`src/rtl/dsp_dual_mult_acc_if.sv`:
```
// ---------------------------------------------------------------------------
// dsp_dual_mult_acc_if
// Handshake/data bundle for the packed dual multiplier-accumulator.
//   in_valid/in_ready/in_last : input beat handshake and group delimiter
//   a, b, c                   : operands (a, b signed; c per C_SIGNED)
//   ac, bc                    : accumulated products a*c and b*c
//   out_valid/out_ready       : result handshake
//   acc_ovf                   : result group exceeded ACC_LEN beats
// master = producer/consumer side, slave = the arithmetic block.
// ---------------------------------------------------------------------------
interface dsp_dual_mult_acc_if #(
  parameter int A_W     = 8,
  parameter int B_W     = 8,
  parameter int C_W     = 8,
  parameter int ACC_LEN = 1
);
  localparam int G = (ACC_LEN > 1) ? $clog2(ACC_LEN) : 0;

  logic                 in_valid;
  logic                 in_ready;
  logic                 in_last;
  logic [A_W-1:0]       a;
  logic [B_W-1:0]       b;
  logic [C_W-1:0]       c;
  logic [A_W+C_W+G-1:0] ac;
  logic [B_W+C_W+G-1:0] bc;
  logic                 out_valid;
  logic                 out_ready;
  logic                 acc_ovf;

  modport master (
    output in_valid, in_last, a, b, c, out_ready,
    input  in_ready, ac, bc, out_valid, acc_ovf
  );

  modport slave (
    input  in_valid, in_last, a, b, c, out_ready,
    output in_ready, ac, bc, out_valid, acc_ovf
  );
endinterface

```
`src/rtl/dsp_dual_mult_acc.sv`:
```
// ---------------------------------------------------------------------------
// dsp_dual_mult_acc
// Computes a*c and b*c with a single multiplier by packing a and b into one
// word (a shifted above a guard field holding b), then optionally accumulates
// both products over a group of up to ACC_LEN beats.
// Ports:
//   clk  : clock
//   rst  : asynchronous reset, active-low
//   bus  : dsp_dual_mult_acc_if.slave (input beats, results, handshakes)
// Pipeline: S0 input reg, S1 pre-add, S2 multiply, S3 accumulate,
//           S4 unpack/output. All stages freeze while the output is stalled.
// ---------------------------------------------------------------------------
module dsp_dual_mult_acc #(
  parameter int A_W      = 8,
  parameter int B_W      = 8,
  parameter int C_W      = 8,
  parameter int C_SIGNED = 0,
  parameter int ACC_LEN  = 1
) (
  input  logic                 clk,
  input  logic                 rst,
  dsp_dual_mult_acc_if.slave   bus
);
  localparam int G   = (ACC_LEN > 1) ? $clog2(ACC_LEN) : 0;
  localparam int SH  = B_W + C_W + G;       // lower (bc) field width
  localparam int ACW = A_W + C_W + G;       // upper (ac) field width
  localparam int PW  = A_W + SH + 1;        // packed word, one spare bit so a<<SH + b never wraps
  localparam int AW  = ACW + SH;            // accumulator width
  localparam int CW  = $clog2(ACC_LEN + 2); // beat counter width
  localparam logic [CW-1:0] CNT_MAX = CW'(ACC_LEN + 1);

  logic adv;

  // S0
  logic           s0_valid_reg, s0_last_reg;
  logic [A_W-1:0] s0_a_reg;
  logic [B_W-1:0] s0_b_reg;
  logic [C_W-1:0] s0_c_reg;
  // S1
  logic           s1_valid_reg, s1_last_reg;
  logic [PW-1:0]  s1_p_reg;
  logic [AW-1:0]  s1_c_reg;
  // S2
  logic           s2_valid_reg, s2_last_reg;
  logic [AW-1:0]  s2_prod_reg;
  // S3
  logic [AW-1:0]  acc_reg;
  logic [CW-1:0]  cnt_reg, cnt_next;
  logic           first_reg, s3_done_reg, s3_ovf_reg;
  // S4
  logic           out_valid_reg, ovf_reg;
  logic [ACW-1:0] ac_reg;
  logic [SH-1:0]  bc_reg;

  logic [PW-1:0]  a_pre, b_pre;
  logic [AW-1:0]  c_ext, p_ext;

  assign adv          = !(out_valid_reg && !bus.out_ready);
  assign bus.in_ready = adv;
  assign bus.out_valid = out_valid_reg;
  assign bus.ac       = ac_reg;
  assign bus.bc       = bc_reg;
  assign bus.acc_ovf  = ovf_reg;

  // a placed above the bc field; b sign-extended into the full packed word.
  assign a_pre = {s0_a_reg[A_W-1], s0_a_reg, {SH{1'b0}}};
  assign b_pre = {{(PW-B_W){s0_b_reg[B_W-1]}}, s0_b_reg};

  generate
    if (C_SIGNED != 0) begin : g_c_signed
      assign c_ext = {{(AW-C_W){s0_c_reg[C_W-1]}}, s0_c_reg};
    end else begin : g_c_unsigned
      assign c_ext = {{(AW-C_W){1'b0}}, s0_c_reg};
    end
  endgenerate

  // Only the low AW bits of the product are ever needed, so a modular
  // AW x AW multiply of sign-extended operands is exact.
  assign p_ext = {{(AW-PW){s1_p_reg[PW-1]}}, s1_p_reg};

  always_comb begin
    cnt_next = cnt_reg;
    if (first_reg)
      cnt_next = CW'(1);
    else if (cnt_reg != CNT_MAX)
      cnt_next = cnt_reg + CW'(1);
  end

  always_ff @(posedge clk or negedge rst) begin
    if (!rst) begin
      s0_valid_reg  <= 1'b0;
      s0_last_reg   <= 1'b0;
      s0_a_reg      <= '0;
      s0_b_reg      <= '0;
      s0_c_reg      <= '0;
      s1_valid_reg  <= 1'b0;
      s1_last_reg   <= 1'b0;
      s1_p_reg      <= '0;
      s1_c_reg      <= '0;
      s2_valid_reg  <= 1'b0;
      s2_last_reg   <= 1'b0;
      s2_prod_reg   <= '0;
      acc_reg       <= '0;
      cnt_reg       <= '0;
      first_reg     <= 1'b1;
      s3_done_reg   <= 1'b0;
      s3_ovf_reg    <= 1'b0;
      out_valid_reg <= 1'b0;
      ovf_reg       <= 1'b0;
      ac_reg        <= '0;
      bc_reg        <= '0;
    end else if (adv) begin
      // S0
      s0_valid_reg <= bus.in_valid;
      if (bus.in_valid) begin
        s0_a_reg    <= bus.a;
        s0_b_reg    <= bus.b;
        s0_c_reg    <= bus.c;
        s0_last_reg <= (ACC_LEN == 1) ? 1'b1 : bus.in_last;
      end
      // S1
      s1_valid_reg <= s0_valid_reg;
      s1_last_reg  <= s0_last_reg;
      s1_p_reg     <= a_pre + b_pre;
      s1_c_reg     <= c_ext;
      // S2
      s2_valid_reg <= s1_valid_reg;
      s2_last_reg  <= s1_last_reg;
      s2_prod_reg  <= p_ext * s1_c_reg;
      // S3: bubbles leave the accumulator and counter untouched
      s3_done_reg <= 1'b0;
      if (s2_valid_reg) begin
        acc_reg     <= first_reg ? s2_prod_reg : acc_reg + s2_prod_reg;
        cnt_reg     <= cnt_next;
        first_reg   <= s2_last_reg;
        s3_done_reg <= s2_last_reg;
        s3_ovf_reg  <= (ACC_LEN > 1) && s2_last_reg && (cnt_next == CNT_MAX);
      end
      // S4: upper field gets +1 when the lower field is negative (borrow)
      out_valid_reg <= s3_done_reg;
      if (s3_done_reg) begin
        bc_reg  <= acc_reg[SH-1:0];
        ac_reg  <= acc_reg[AW-1:SH] + ACW'(acc_reg[SH-1]);
        ovf_reg <= s3_ovf_reg;
      end
    end
  end
endmodule

```
`src/flat_wrapper.sv`:
```
// flat-port wrapper written by rule: the top's interface ports become plain ports
module dsp_dual_mult_acc_flat 
#(
  parameter int A_W      = 8,
  parameter int B_W      = 8,
  parameter int C_W      = 8,
  parameter int C_SIGNED = 0,
  parameter int ACC_LEN  = 1
)
  (clk, rst, bus_in_valid, bus_in_last, bus_a, bus_b, bus_c, bus_out_ready, bus_in_ready, bus_ac, bus_bc, bus_out_valid, bus_acc_ovf);
  dsp_dual_mult_acc_if #(.A_W(A_W), .B_W(B_W), .C_W(C_W), .ACC_LEN(ACC_LEN)) bus_i ();
  input  logic clk;
  input  logic rst;
  input wire logic [$bits(bus_i.in_valid)-1:0] bus_in_valid;
  input wire logic [$bits(bus_i.in_last)-1:0] bus_in_last;
  input wire logic [$bits(bus_i.a)-1:0] bus_a;
  input wire logic [$bits(bus_i.b)-1:0] bus_b;
  input wire logic [$bits(bus_i.c)-1:0] bus_c;
  input wire logic [$bits(bus_i.out_ready)-1:0] bus_out_ready;
  output wire logic [$bits(bus_i.in_ready)-1:0] bus_in_ready;
  output wire logic [$bits(bus_i.ac)-1:0] bus_ac;
  output wire logic [$bits(bus_i.bc)-1:0] bus_bc;
  output wire logic [$bits(bus_i.out_valid)-1:0] bus_out_valid;
  output wire logic [$bits(bus_i.acc_ovf)-1:0] bus_acc_ovf;
  assign bus_i.in_valid = bus_in_valid;
  assign bus_i.in_last = bus_in_last;
  assign bus_i.a = bus_a;
  assign bus_i.b = bus_b;
  assign bus_i.c = bus_c;
  assign bus_i.out_ready = bus_out_ready;
  assign bus_in_ready = bus_i.in_ready;
  assign bus_ac = bus_i.ac;
  assign bus_bc = bus_i.bc;
  assign bus_out_valid = bus_i.out_valid;
  assign bus_acc_ovf = bus_i.acc_ovf;
  dsp_dual_mult_acc #(.A_W(A_W), .B_W(B_W), .C_W(C_W), .C_SIGNED(C_SIGNED), .ACC_LEN(ACC_LEN)) u_core (.clk(clk), .rst(rst), .bus(bus_i));
endmodule
```
`config.mk`:
```
export PLATFORM = sky130hd
export DESIGN_NAME = dsp_dual_mult_acc_flat
export DESIGN_NICKNAME = d
export VERILOG_FILES = /design/src/rtl/dsp_dual_mult_acc_if.sv /design/src/rtl/dsp_dual_mult_acc.sv /design/src/flat_wrapper.sv
export SDC_FILE = /design/constraint.sdc
export NUM_CORES = 1
export LEC_CHECK = 0
export CAP_MARGIN = 30
export CORE_ASPECT_RATIO = 0.5
export CORE_MARGIN = 5
export CORE_UTILIZATION = 55
export CTS_BUF_LIST = sky130_fd_sc_hd__clkbuf_4
export CTS_CLUSTER_SIZE = 10
export DETAILED_ROUTE_END_ITERATION = 10
export GPL_TIMING_DRIVEN = 0
export PLACE_DENSITY = 0.79
export SKIP_CTS_REPAIR_TIMING = 1
export SLEW_MARGIN = 20
export SYNTH_ARGS = -nofsm -noshare
export SYNTH_HDL_FRONTEND = slang
export SYNTH_SLANG_ARGS = --single-unit
```
`constraint.sdc`:
```
create_clock -name clk -period 15.6 [get_ports clk]
set_clock_uncertainty 0.1 [all_clocks]
set_input_delay 1.56 -clock clk [delete_from_list [all_inputs] [get_ports clk]]
set_output_delay 1.56 -clock clk [all_outputs]
set_load 0.03 [all_outputs]
```
Yosys cells after proc, flatten, opt, wreduce, memory -nomap -nowiden
Index checks and enable logic that the tools add are counted.
Widths: inputs -> output; s select.
Word-level totals
  register bits: 162
  bits in latches: 0
  bits in writable memories: 0
  ROM bits: 0
  output and inout bits: 35
  logic and storage cells: 31
  memories: 0
Operators by class
  add/subtract/negate cells: 3
  multiply operators: 1
  div/mod/pow operators: 0
  magnitude comparators: 0
  eq/ne operators: 0
  shift operators: 0
  muxes and demuxes: 2
  bitwise logic cells: 1
  reduce and logical (&&, ||, !) cells: 6
Operators with widths (count)
  $add 32x32->32: 1
  $mul 25x9->32: 1
  $mux 32: 1
  $add 24x8->25: 1
  $add 16x1->16: 1
  $reduce_and 2->1: 3
  $logic_not 1->1: 2
  $logic_and 1x1->1: 1
  $mux 1: 1
  $not 1->1: 1

Depth between registers and ports, before layout
  depth after elaboration: 4
  depth in mapped cells: 23
  depth with buffers taken out: 21

Worst setup path before layout
No wires, ideal clock.
  path type: reg2reg
  start point: register u_core.s1_c_reg[2]
  end point: register u_core.s2_prod_reg[31]
  library setup time: 120 ps
  data arrival time: 5025 ps
  slack: 10355 ps
  cell stages (with the launch flop): 20
  path buffers: 2
  path through: dfrtp_1 clkbuf_1 buf_1 nand2_1 fa_1 inv_1 fa_1 inv_1 fa_1 fa_1 inv_1 ha_1 inv_1 nor4_1 o21ai_0 a31oi_1 a221o_1 nand4_1 or3_1 and3_1
On the way
  word-level cells in the longest chain between the ends: 1
Ends and longest elaborated chain
  start: declaration: RTL line dsp_dual_mult_acc.sv:42  | logic [AW-1:0] s1_c_reg;
  start signal: assignment: RTL line dsp_dual_mult_acc.sv:125  | s1_c_reg <= c_ext;
  $mul 25x9->32: RTL line dsp_dual_mult_acc.sv:129  | s2_prod_reg <= p_ext * s1_c_reg;
  end signal: assignment: RTL line dsp_dual_mult_acc.sv:129
  end: declaration: RTL line dsp_dual_mult_acc.sv:45  | logic [AW-1:0] s2_prod_reg;
Every way passes these cells.
A chain may end at the register's enable or synchronous reset.

Worst setup path in the final report
Same ends and word-level chain as after synthesis.

==> summary.md <==
| Metric | Value |
|---|---|
| Post-synth EDFFs | 0 |
| Longest Clk Path Bufs | 2 |
| Avg Cell Area, Syn | between 8 and 9 um^2 |
| Compound-gate portion of the synthesized area | 0.1270 |
| Die width | 234.4 um |
| # H-tree levels | 4 |
| Register bit total from synthesis | about 150 |
| Largest family of logic cells by synthesized area | adder cells |
| Crit end category | register |
| Post-route DRC | 0 |
| Final Hold Vio Count | 0 |
| DP HPWL | 25.27 mm |
| Post-Route WL | roughly 32 mm |
| Yosys cell types | 58 |
| Hold Crit Class | reg -> reg |
| Crit start category | register |
| Rows | 41 |
| Synthesized area | 13850 um^2 |
| Commonest cells in the netlist | 238 x nand2_1, 188 x inv_1, 153 x dfrtp_1, 119 x ha_1, 113 x fa_1 |
| Fin Setup TNS | 0 ns |
| GRT overflow | 0 |
| Largest net degree at the start of global routing | 102 |
| Full die area | ~29000 um^2 |
| Crit path kind | reg -> reg |
| TritonCTS clock tree | built |
| Most area-consuming cells after synthesis | dfrtp_1 28%, fa_1 16%, ha_1 11% |
| WL per Instance | 16.16 um |
| Antenna-violating nets left | 0 |
| Synth-to-layout area growth | 9.524% |
| Nets | 1888 |
| Final worst path period share | 0.3956 |
| Critical path peak fanout | 10 |
| First-pass iteration count of the detailed router | 6 |
| IO Port Bufs | 61 |
| CTS clk-pin slew, worst paths | between 0.1 and 0.15 ns |
| Outcome | complete, no violations |
| Yosys warnings | 0 |
| Mapped Cells | 1546 |
| Area leader, netlist | dfrtp_1 |
| Filler cells | 2157 |
| Post-Synth XOR/XNOR Area | 0.05946 |
| Chip Height | 122.2 um |
| First-pass GRT wire length | around 54 mm |
| Worst-Margin Slew | 0.7653 ns |
| Clk_lat worst skew | 0.61 ns |
| Setup violators final | 0 |
| Number of max-cap violations | 0 |
| Layout cells sized above 1 | 0.05244 |
| Multiplexer share of the synthesized area | 0.03705 |
| All-layer global routing usage | 0.2367 |
| Top FF cell, synth | dfrtp_1 |
| Critical path depth | 19 |
| Seq/Total Area, Yosys | 0.2784 |
| Worst path cell trace | clkbuf_1, buf_1, nand2_1, fa_1, inv_1, fa_1, inv_1, fa_1, fa_1, inv_1, ha_1, inv_1, nor4_1, o21ai_0, a31oi_1, a221o_1, nand4_1, or3_1, and3_1 |
| Mapped Nets | between 1500 and 2000 |
| Slowest stage delay, CP | 0.56 ns |
| Count leader, synth | nand2_1 |
| CP bufs+invs | 6 |
| CP delay by family, top | adder cells |
| CP max-delay cell | fa_1 |
| Worst Path Arrival | around 6.6 ns |
| Async set-reset flop share out of synthesis | 1.000 |
| Max-slew headroom | 0.4898 |
| Core ar. | roughly 25000 um^2 |
| CTS Buf Count | 17 |
| Vias in the first global route | 10689 |
| Effective utilization at floorplan | 0.5543 |
| Antenna violations before repair | 1 |
| RSZ-0062 raised after global routing | no |
| Hold-critical path depth | 2 |
| Top-level port count | 64 |
| Simple-Gate Fraction of Synth Area | 0.1592 |
| Highest Clock Rate | 162.0 MHz |
| Minimum clock period | slightly above 6 ns |
| Synth Area in Adders | 0.2709 |
| Worst reg2reg path depth | 19 |
| 1st-iter DRT viols | 646 |
| Detailed-route via count | approximately 11000 |
| Clock root cell | clkbuf_4 |
| WP data required | 16.01 ns |
| Vias per Instance | around 5.4 |
| Max Transition Viols Final | 0 |
| Placer Congestion | about 0.95 |
| CTS Sinks | 154 |
| Post-synth top area share | 0.2765 |
[worst reg2reg max path: cells and delay by family (launching register included)]
kind                       cells  cell delay (ns)
adders and majority gates      5             2.36
buffers and inverters          6             1.20
and+or+nand+nor                5             1.08
AOI/OAI and AO/OA              3             0.98
DFF                            1             0.37
[layout by cell type, fill, tap and decap left out, types with 10 or more instances in the layout]
cell type | netlist | layout
fa_1 | 113 | 113
and3_1 | 16 | 16
a21o_1 | 32 | 32
inv_1 | 188 | 188
and2_1 | 83 | 83
a21oi_1 | 105 | 105
nor2_1 | 62 | 62
nand3_1 | 20 | 20
xor2_1 | 46 | 46
o21a_1 | 10 | 10
dfrtp_1 | 153 | 153
a31oi_1 | 17 | 17
clkbuf_1 | 54 | 54
clkbuf_4 | 0 | 20
mux2_2 | 42 | 42
clkdlybuf4s50_1 | 0 | 60
nand2b_1 | 18 | 18
xnor2_1 | 48 | 48
ha_1 | 119 | 119
nand2_1 | 238 | 238
o21ai_0 | 80 | 80
nor3_1 | 14 | 14
[stage by stage]
step                        util  setup WS [ns]  instance area, um^2  instances  hold slack [ns]
after global placement    0.5959          6.701                14890       1951           0.3496
after detailed placement  0.5972          9.484                14920       1952           0.3523
after CTS                 0.6070          9.452                15160       1984           0.3830
final                     0.6071          9.428                15170       1985           0.3863
after global routing      0.6071          9.156                15170       1985           0.4120
after floorplan                -          10.36                13850       1546           0.3346
[cell families (layout without fill, tap and decap cells)]
kind of cell,after synthesis,in the layout
fa+ha+maj,232,232
simple gates,478,478
compound gates,292,292
xor+xnor,94,94
other cells,1,2
buf+inv,249,343
mux,46,46
flops,154,154
[path summary, 6_finish.rpt]
check	from	slack, ns	endpoint
setup / recovery	u_core.s1_c_reg[2]	9.43	u_core.s2_prod_reg[31]
min in group asynchronous	rst	0.75	u_core.s0_c_reg[6]
setup reg to reg	u_core.s1_c_reg[2]	9.43	u_core.s2_prod_reg[31]
hold / removal	u_core.s0_b_reg[2]	0.39	u_core.s1_p_reg[2]
max in group asynchronous	rst	13.84	u_core.acc_reg[29]
hold reg to reg	u_core.s0_b_reg[2]	0.39	u_core.s1_p_reg[2]
[final cells by class]
class | count | area, um^2 | share of cell area
buffer | 59 | 225.2 | 0.01485
inverter | 190 | 713.2 | 0.04703
multi-input combinational | 1143 | 9054 | 0.5970
timing repair buffer | 62 | 643.1 | 0.04241
clock inverter | 12 | 92.59 | 0.006105
antenna | 1 | 2.502 | 0.0001650
clock buffer | 20 | 150.1 | 0.009900
tap | 344 | 430.4 | 0.02838
sequential | 154 | 3855 | 0.2542
[metal layers]
layer	track usage	wire (um)	vias to the layer above
met5	0	0	-
met4	0.05355	458	0
met3	0.05077	2143	35
met2	0.3778	14270	292
met1	0.3358	15200	5088
li1	-	-	5219
Power is not shown: default switching activity piles up to over one toggle a cycle in this logic, so the estimate is an artifact.
